### config.mk
export PLATFORM = sky130hd
export DESIGN_NAME = branch_stats_reporter
export DESIGN_NICKNAME = d
export VERILOG_FILES = /design/src/rtl/branch_stats_reporter.sv
export SDC_FILE = /design/constraint.sdc
export NUM_CORES = 1
export LEC_CHECK = 0
export CAP_MARGIN = 20
export CORE_MARGIN = 5
export CORE_UTILIZATION = 60
export DETAILED_ROUTE_END_ITERATION = 8
export PLACE_DENSITY = 0.86
export SYNTH_ARGS = -nofsm -noshare
export SYNTH_HDL_FRONTEND = slang
export SYNTH_SLANG_ARGS = --single-unit
### constraint.sdc
create_clock -name clk -period 7.81 [get_ports clk]
set_input_delay 0.781 -clock clk [delete_from_list [all_inputs] [get_ports clk]]
set_output_delay 0.781 -clock clk [all_outputs]
set_load 0.03 [all_outputs]
### src/rtl/branch_stats_reporter.sv
// Branch predictor statistics reporter.
// Snapshots three counters and sends a 14-byte UART 8N1 frame.
module branch_stats_reporter #(
  parameter int CLKS_PER_BIT = 868
) (
  input  logic        clk,
  input  logic        rst,
  input  logic [31:0] total_branches,
  input  logic [31:0] correct_sbp,
  input  logic [31:0] correct_dbp,
  input  logic        report_req,
  output logic        uart_tx,
  output logic        busy,
  output logic        done
);

  typedef enum logic [1:0] {
    IDLE,
    START_BIT,
    DATA_BITS,
    STOP_BIT
  } state_t;

  localparam logic [15:0] LAST_TICK = 16'(CLKS_PER_BIT - 1);
  localparam logic [3:0]  LAST_BYTE = 4'd13;
  localparam logic [7:0]  HEADER    = 8'hA5;

  state_t      state;
  logic [15:0] timer;
  logic [2:0]  bit_idx;
  logic [3:0]  byte_idx;
  logic [31:0] snap_tot;
  logic [31:0] snap_sbp;
  logic [31:0] snap_dbp;

  logic [7:0]  csum;
  logic [7:0]  cur_byte;
  logic [2:0]  nxt_bit;
  logic        bit_end;

  assign bit_end = (timer == LAST_TICK);
  assign nxt_bit = bit_idx + 3'd1;

  always_comb begin
    csum = snap_tot[31:24] + snap_tot[23:16]
         + snap_tot[15:8]  + snap_tot[7:0]
         + snap_sbp[31:24] + snap_sbp[23:16]
         + snap_sbp[15:8]  + snap_sbp[7:0]
         + snap_dbp[31:24] + snap_dbp[23:16]
         + snap_dbp[15:8]  + snap_dbp[7:0];
  end

  always_comb begin
    cur_byte = 8'h00;
    case (byte_idx)
      4'd0:    cur_byte = HEADER;
      4'd1:    cur_byte = snap_tot[31:24];
      4'd2:    cur_byte = snap_tot[23:16];
      4'd3:    cur_byte = snap_tot[15:8];
      4'd4:    cur_byte = snap_tot[7:0];
      4'd5:    cur_byte = snap_sbp[31:24];
      4'd6:    cur_byte = snap_sbp[23:16];
      4'd7:    cur_byte = snap_sbp[15:8];
      4'd8:    cur_byte = snap_sbp[7:0];
      4'd9:    cur_byte = snap_dbp[31:24];
      4'd10:   cur_byte = snap_dbp[23:16];
      4'd11:   cur_byte = snap_dbp[15:8];
      4'd12:   cur_byte = snap_dbp[7:0];
      4'd13:   cur_byte = csum;
      default: cur_byte = 8'h00;
    endcase
  end

  always_ff @(posedge clk) begin
    if (rst) begin
      state    <= IDLE;
      uart_tx  <= 1'b1;
      busy     <= 1'b0;
      done     <= 1'b0;
      timer    <= '0;
      bit_idx  <= '0;
      byte_idx <= '0;
      snap_tot <= '0;
      snap_sbp <= '0;
      snap_dbp <= '0;
    end else begin
      done <= 1'b0;
      unique case (state)
        IDLE: begin
          if (report_req) begin
            snap_tot <= total_branches;
            snap_sbp <= correct_sbp;
            snap_dbp <= correct_dbp;
            state    <= START_BIT;
            uart_tx  <= 1'b0;
            busy     <= 1'b1;
            timer    <= '0;
            bit_idx  <= '0;
            byte_idx <= '0;
          end
        end
        START_BIT: begin
          if (bit_end) begin
            timer   <= '0;
            bit_idx <= '0;
            state   <= DATA_BITS;
            uart_tx <= cur_byte[0];
          end else begin
            timer <= timer + 16'd1;
          end
        end
        DATA_BITS: begin
          if (bit_end) begin
            timer <= '0;
            if (bit_idx == 3'd7) begin
              bit_idx <= '0;
              state   <= STOP_BIT;
              uart_tx <= 1'b1;
            end else begin
              bit_idx <= nxt_bit;
              uart_tx <= cur_byte[nxt_bit];
            end
          end else begin
            timer <= timer + 16'd1;
          end
        end
        STOP_BIT: begin
          if (bit_end) begin
            timer <= '0;
            // Last stop bit ends the frame; otherwise start next byte at once.
            if (byte_idx == LAST_BYTE) begin
              byte_idx <= '0;
              state    <= IDLE;
              busy     <= 1'b0;
              done     <= 1'b1;
              uart_tx  <= 1'b1;
            end else begin
              byte_idx <= byte_idx + 4'd1;
              state    <= START_BIT;
              uart_tx  <= 1'b0;
            end
          end else begin
            timer <= timer + 16'd1;
          end
        end
        default: begin
          state   <= IDLE;
          busy    <= 1'b0;
          uart_tx <= 1'b1;
        end
      endcase
    end
  end

endmodule

==> results of run 1 <==
-- cell type report --
cell class	count	area, um^2
clock buffers	23	498
clock inverters	9	86.3
fillers	967	3250
inverters	78	293
multi-input cells	663	4690
flip-flops and latches	124	2480
well taps	172	215
repair buffers	107	1050
-- how the worst max path moves through the flow --
stage | end | slack [ns]
2_1_floorplan | uart_tx$_SDFFE_PP1P_ | 2.95
3_3_place_gp | uart_tx$_SDFFE_PP1P_ | 2.78
3_5_place_dp | uart_tx$_SDFFE_PP1P_ | 2.63
4_1_cts | uart_tx$_SDFFE_PP1P_ | 2.65
5_1_grt | uart_tx$_SDFFE_PP1P_ | 2.27
6_report | uart_tx$_SDFFE_PP1P_ | 2.66
-- sequential cells by signal, indices dropped and copies added (netlist names) --
register,count
uart_tx,1
done,1
timer,16
snap_sbp,32
snap_dbp,32
snap_tot,32
busy,1
byte_idx,4
bit_idx,3
state,2
-- critical path, stage by stage, from the launching register on --
cell and delay [ns]:
dfxtp_1 0.35, inv_1 0.07, fa_1 0.52, inv_1 0.05, fa_1 0.50, fa_1 0.51
fa_1 0.54, inv_1 0.06, fa_1 0.53, inv_1 0.05, ha_1 0.23, fa_1 0.42
xor2_1 0.16, a32oi_1 0.16, nand4_1 0.11, o31ai_1 0.32, a21oi_1 0.11, a211oi_1 0.22
o31ai_1 0.10
-- power by group through the flow --
stage / sequential, mW / clock, mW / combinational [mW]
final: 0.861 / 0.759 / 2.22
after global routing: 0.874 / 0.795 / 2.53
after CTS: 0.861 / 0.763 / 2.20
after detailed placement: 0.873 / 0 / 2.17
after global placement: 0.867 / 0 / 2.10
after floorplan: 0.835 / 0 / 1.71
-- per-layer routing --
layer / GRT usage / share of wire / vias to the layer above
met1: 0.325 / 0.37 / 3166
met3: 0.0750 / 0.068 / 85
met5: 0 / 0 / -
li1: - / - / 3178
met2: 0.488 / 0.51 / 272
met4: 0.176 / 0.060 / 0
-- metrics by stage --
step / instance area [um^2] / total power [mW] / hold WS (ns) / util / setup slack [ns]
after floorplan: 7670 / 2.54 / 0.436 / - / 2.95
after global placement: 8740 / 2.97 / 0.446 / 0.695 / 2.78
after detailed placement: 8740 / 3.04 / 0.454 / 0.695 / 2.63
after CTS: 9320 / 3.82 / 0.463 / 0.742 / 2.65
after global routing: 9320 / 4.20 / 0.489 / 0.742 / 2.27
final: 9320 / 3.84 / 0.464 / 0.742 / 2.66
-- cells in the final DEF (no fill, tap or decap), types with 16 or more instances in the layout --
cell type | netlist | final
dfxtp_1 | 124 | 124
a21oi_1 | 117 | 117
o21ai_0 | 18 | 18
clkdlybuf4s50_1 | 0 | 100
fa_1 | 63 | 63
nor2_1 | 34 | 34
xnor2_1 | 26 | 26
nor2b_1 | 16 | 16
clkbuf_16 | 0 | 17
nand2_1 | 222 | 221
inv_1 | 78 | 78
ha_1 | 18 | 18
-- kinds of logic after synthesis --
family,synth area share
AOI/OAI and AO/OA,0.146
xor gates and xnor gates,0.0429
adders and majority gates,0.194
buffers and inverters,0.0648
DFF,0.324
muxes,0.0377
and+or+nand+nor,0.191
==> metrics, run 1 <==
outcome finished, final reports clean; combinational group share of total power 0.578; Pins Over Slew Limit 0; die height 123 um; EDFF count, synth 0; sw frac 0.424; syn avg cell area 8.37 um^2; GPL Wtd Cong 1.04; number of max-cap violations 0; Seq/Total Area, Yosys 0.324; maximum clock rate 194 MHz; post-route insts no fill 1176; Die Footprint 15100 um^2; Worst-Margin Slew 1.10 ns; post-layout min period 5.15 ns; Hold Path Sink bit_idx[2]$_SDFFE_PP0P_; post-synthesis cell area 7670 um^2; # nets final 1171; DIE WIDTH 123 um; Residual DRC 0; first-pass GRT wire length 33.2 mm; Setup Viol. Count Final 0; Critical R2R Capture uart_tx$_SDFFE_PP1P_; largest net degree at the start of global routing 110; GRT Total Usage 0.288; top post-synthesis cells by area dfxtp_1 (32%), fa_1 (16%), nand2_1 (11%); clock tree root buffer cell clkbuf_16; DRT Wirelength 20.4 mm; total grt overflow 0; worst-case register-to-register setup slack 2.66 ns; Total Neg Setup Slack 0 ns; post-synth top area cell dfxtp_1; io pins 102; Crit path arrival time 5.45 ns; setup repair bufs after CTS 0; Pleak 3.56 nW; wire per inst 17.4 um; DR vias 6701; Detailed Routing Iterations Pass 1 5; Syn Nets 1096; number of distinct library cells after synthesis 63; Cells after DPL 1144; Psw 1.63 mW; final hold vios 0; Slew headroom 0.265; count leader, synth nand2_1; worst r2r src snap_tot[2]$_SDFFE_PP0P_; top cells by count, synth nand2_1 (222), dfxtp_1 (124), a21oi_1 (117); Buffers on Ports 101; Final HPWL DP 15.1 mm; layout cells sized above 1 0.0578; post-route ant nets 0; Max Buffers Root-to-Sink 2; CP required 8.11 ns; Crit. End Element flop; clk_skew 0.00670 ns; worst-path maximum fanout 3; Worst Hold Class reg2reg; hold depth 2; vias in the first global route 6814; VDD IR max 347 uV; Mapped Cells 916; hold path start bit_idx[2]$_SDFFE_PP0P_; period utilization 0.659; diode count 0; Clk pwr share 0.197; initial core utilization 0.610; Clock Latency Late Sink 0.42 ns; yosys warns 0; register clock-pin slew on the reported worst setup and hold paths 0.06 ns; Cell Pwr Density 412 nW/um^2; kind of critical path reg2reg; RSZ-0062 raised after global routing no; Max H-tree Level 4; Row Count 41; Layout area overhead 21.6%; Clock Sinks 124; Core Region 12600 um^2; power share of the sequential group 0.224; post_cts resized 0; R2R cell count 18; post-synthesis register bit count 124; post-synth top area share 0.324; Worst Setup Start Kind flop; initial antenna violation count 0; ys flop type dfxtp_1; Internal 2.21 mW; CTS buffer count 17; CP startpoint snap_tot[2]$_SDFFE_PP0P_; DR vias/cell 5.70; Async SR Flop Fraction 0; number of DRC markers in iteration 0 503; Hold-fix buffers, CTS 0; CTS tree yes
No activity file was read; power rests on OpenSTA's default activity.
==> run 2, diff against run 1 <==
--- a/config.mk
+++ b/config.mk
@@ -7,9 +7,9 @@
 export LEC_CHECK = 0
 export CAP_MARGIN = 20
 export CORE_MARGIN = 5
-export CORE_UTILIZATION = 60
+export CORE_UTILIZATION = 51
 export DETAILED_ROUTE_END_ITERATION = 8
-export PLACE_DENSITY = 0.86
+export PLACE_DENSITY = 0.78
 export SYNTH_ARGS = -nofsm -noshare
 export SYNTH_HDL_FRONTEND = slang
 export SYNTH_SLANG_ARGS = --single-unit
==> constraint.sdc (replaced) <==
create_clock -name clk -period 4.5 [get_ports clk]
set_input_delay 0.45 -clock clk [delete_from_list [all_inputs] [get_ports clk]]
set_output_delay 0.45 -clock clk [all_outputs]
set_load 0.03 [all_outputs]
==> run 2 against run 1 <==
The run now ends with negative setup slack left. Die area increased by 16%. Combinational power increased by 110%. Design area increased by 5.9%. Utilization decreased by 6.8 points. Hold slack improved by 0.0060 ns. Count of clock-buffer cells in the layout increased by 2. Fmax increased by 8.8%. Cell count increased by 6.3%. Total power increased by 92%. Register-to-register slack got worse by 2.9 ns. Sequential share of layout area decreased by 1.5 points. Clock power increased by 77%.
==> metrics, run 2 (synthesis gave the netlist of run 1 again) <==
Critical path buffers and inverters 4; pre-CTS WS -0.398 ns; Worst-Margin Slew 0.792 ns; Layout area overhead 28.7%; clock tree root buffer cell clkbuf_16; commonest non-fill, non-tap cell in the layout nand2_1; vias in the first global route 7071; Top Registers snap_dbp x32, snap_sbp x32, snap_tot x32; outcome complete, but fails checks; wire per inst 17.3 um; first-pass GRT wire length 34.7 mm; DRT Wirelength 21.7 mm; crit-path most repeated cell fa_1; Detailed Routing Iterations Pass 1 5; Clock Sinks 124; critical path's top delay family adder cells; final core utilization 0.674; largest net degree at the start of global routing 68; Die Footprint 17600 um^2; DIE WIDTH 133 um; commonest cells after routing, fill and taps aside nand2_1 (221), dfxtp_1 (122), a21oi_1 (116); CP required 4.80 ns; number of DRC markers in iteration 0 659; Core Region 14600 um^2; RSZ-0062 raised after global routing yes; Total Neg Setup Slack -0.231 ns; PnR worst setup slack -0.231 ns; period utilization 1.05; CP max stage cell fa_1; Row Count 44; initial core utilization 0.524; VDD IR max 812 uV; clk_skew 0.00671 ns; Pleak 3.89 nW; Crit. End Element flop; die height 133 um; Hold-fix buffers, CTS 0; CTS buffer count 17; total grt overflow 0; fill count 1174; Worst Setup Start Kind flop; Final HPWL DP 16.1 mm; post-route ant nets 0; register clock-pin slew on the reported worst setup and hold paths 0.06 ns; Slew headroom 0.471; slowest cell delay on critical path 0.54 ns; Max Buffers Root-to-Sink 2; Crit path arrival time 5.03 ns; kind of critical path reg2reg; setup repair bufs after CTS 0; # nets final 1234; DR vias/cell 5.54; initial antenna violation count 0; Residual DRC 0; Cell Pwr Density 748 nW/um^2; critical path, cell by cell inv_1 > fa_1 > inv_2 > fa_1 > fa_1 > fa_1 > inv_1 > fa_1 > inv_2 > ha_4 > fa_2 > xor2_1 > a32oi_1 > nand4_1 > o31ai_2 > a21oi_1 > a211oi_2 > o31ai_1; Max H-tree Level 4; Setup Viol. Count Final 1; CTS tree yes; Worst Hold Class reg2reg; final hold vios 0; diode count 0; layout cells sized above 1 0.124; GPL Wtd Cong 0.960; io pins 102; worst-path maximum fanout 2; post-layout min period 4.73 ns; Pins Over Slew Limit 0; Buffers on Ports 101; Clock Latency Late Sink 0.42 ns; Hold Slack 0.470 ns; maximum clock rate 211 MHz; DR vias 6930; number of max-cap violations 0; total chip power 7.38 mW; GRT Total Usage 0.250; failing checks negative setup slack
run 2: cell count changes in the layout (fill, tap and decap cells not counted), moves of 4 or more:
cell and delta:
inv_2 +4, clkbuf_1 +4, inv_1 -4, clkinvlp_4 -4, buf_4 +63
run 2: timing repair:
action | in CTS | in global routing
pin swaps | 13 | 3
setup endpoints to repair | 1 | 1
gates resized for setup | 9 | 4
gates cloned | 0 | 0
run 2: tightest hold or removal path, cell delays in order, from the launching register on:
cell and delay, ns:
dfxtp_1 0.31, nand2_1 0.05, a21oi_1 0.06
run 2: final timing paths:
path                                                start                   endpoint  slack [ns]  cells after the start
worst max-delay path            snap_tot[10]$_SDFFE_PP0P_       uart_tx$_SDFFE_PP1P_       -0.23                     18
worst min-delay path            snap_tot[18]$_SDFFE_PP0P_  snap_tot[18]$_SDFFE_PP0P_        0.47                      2
worst max register to register  snap_tot[10]$_SDFFE_PP0P_       uart_tx$_SDFFE_PP1P_       -0.23                     18
worst min register to register  snap_tot[18]$_SDFFE_PP0P_  snap_tot[18]$_SDFFE_PP0P_        0.47                      2
run 2: stage by stage:
step / area [um^2] / instances
6_report: 9870 / 1250
5_1_grt: 9870 / 1250
4_1_cts: 9860 / 1250
3_5_place_dp: 9250 / 1219
3_3_place_gp: 9250 / 1219
2_1_floorplan: 7690 / 916
run 2: report_power, final:
part,switching (mW),total (mW),internal [mW]
Combinational,2.44,4.57,2.12
Sequential,0.193,1.48,1.28
Clock,0.483,1.34,0.855
run 2: per-layer routing:
| metal | track usage | share of wire | vias up |
|---|---|---|---|
| li1 | - | - | 3302 |
| met1 | 0.272 | 0.37 | 3286 |
| met2 | 0.450 | 0.52 | 262 |
| met3 | 0.0577 | 0.057 | 80 |
| met4 | 0.132 | 0.051 | 0 |
| met5 | 0 | 0 | - |
run 2: cell type report:
type                    count  area [um^2]  area share
clock inverters             6         86.3     0.00875
well taps                 184          230      0.0233
clock buffers              25          485      0.0492
repair buffers            170         1530       0.155
flip-flops and latches    124         2480       0.252
inverters                  78          293      0.0297
multi-input cells         663         4760       0.483
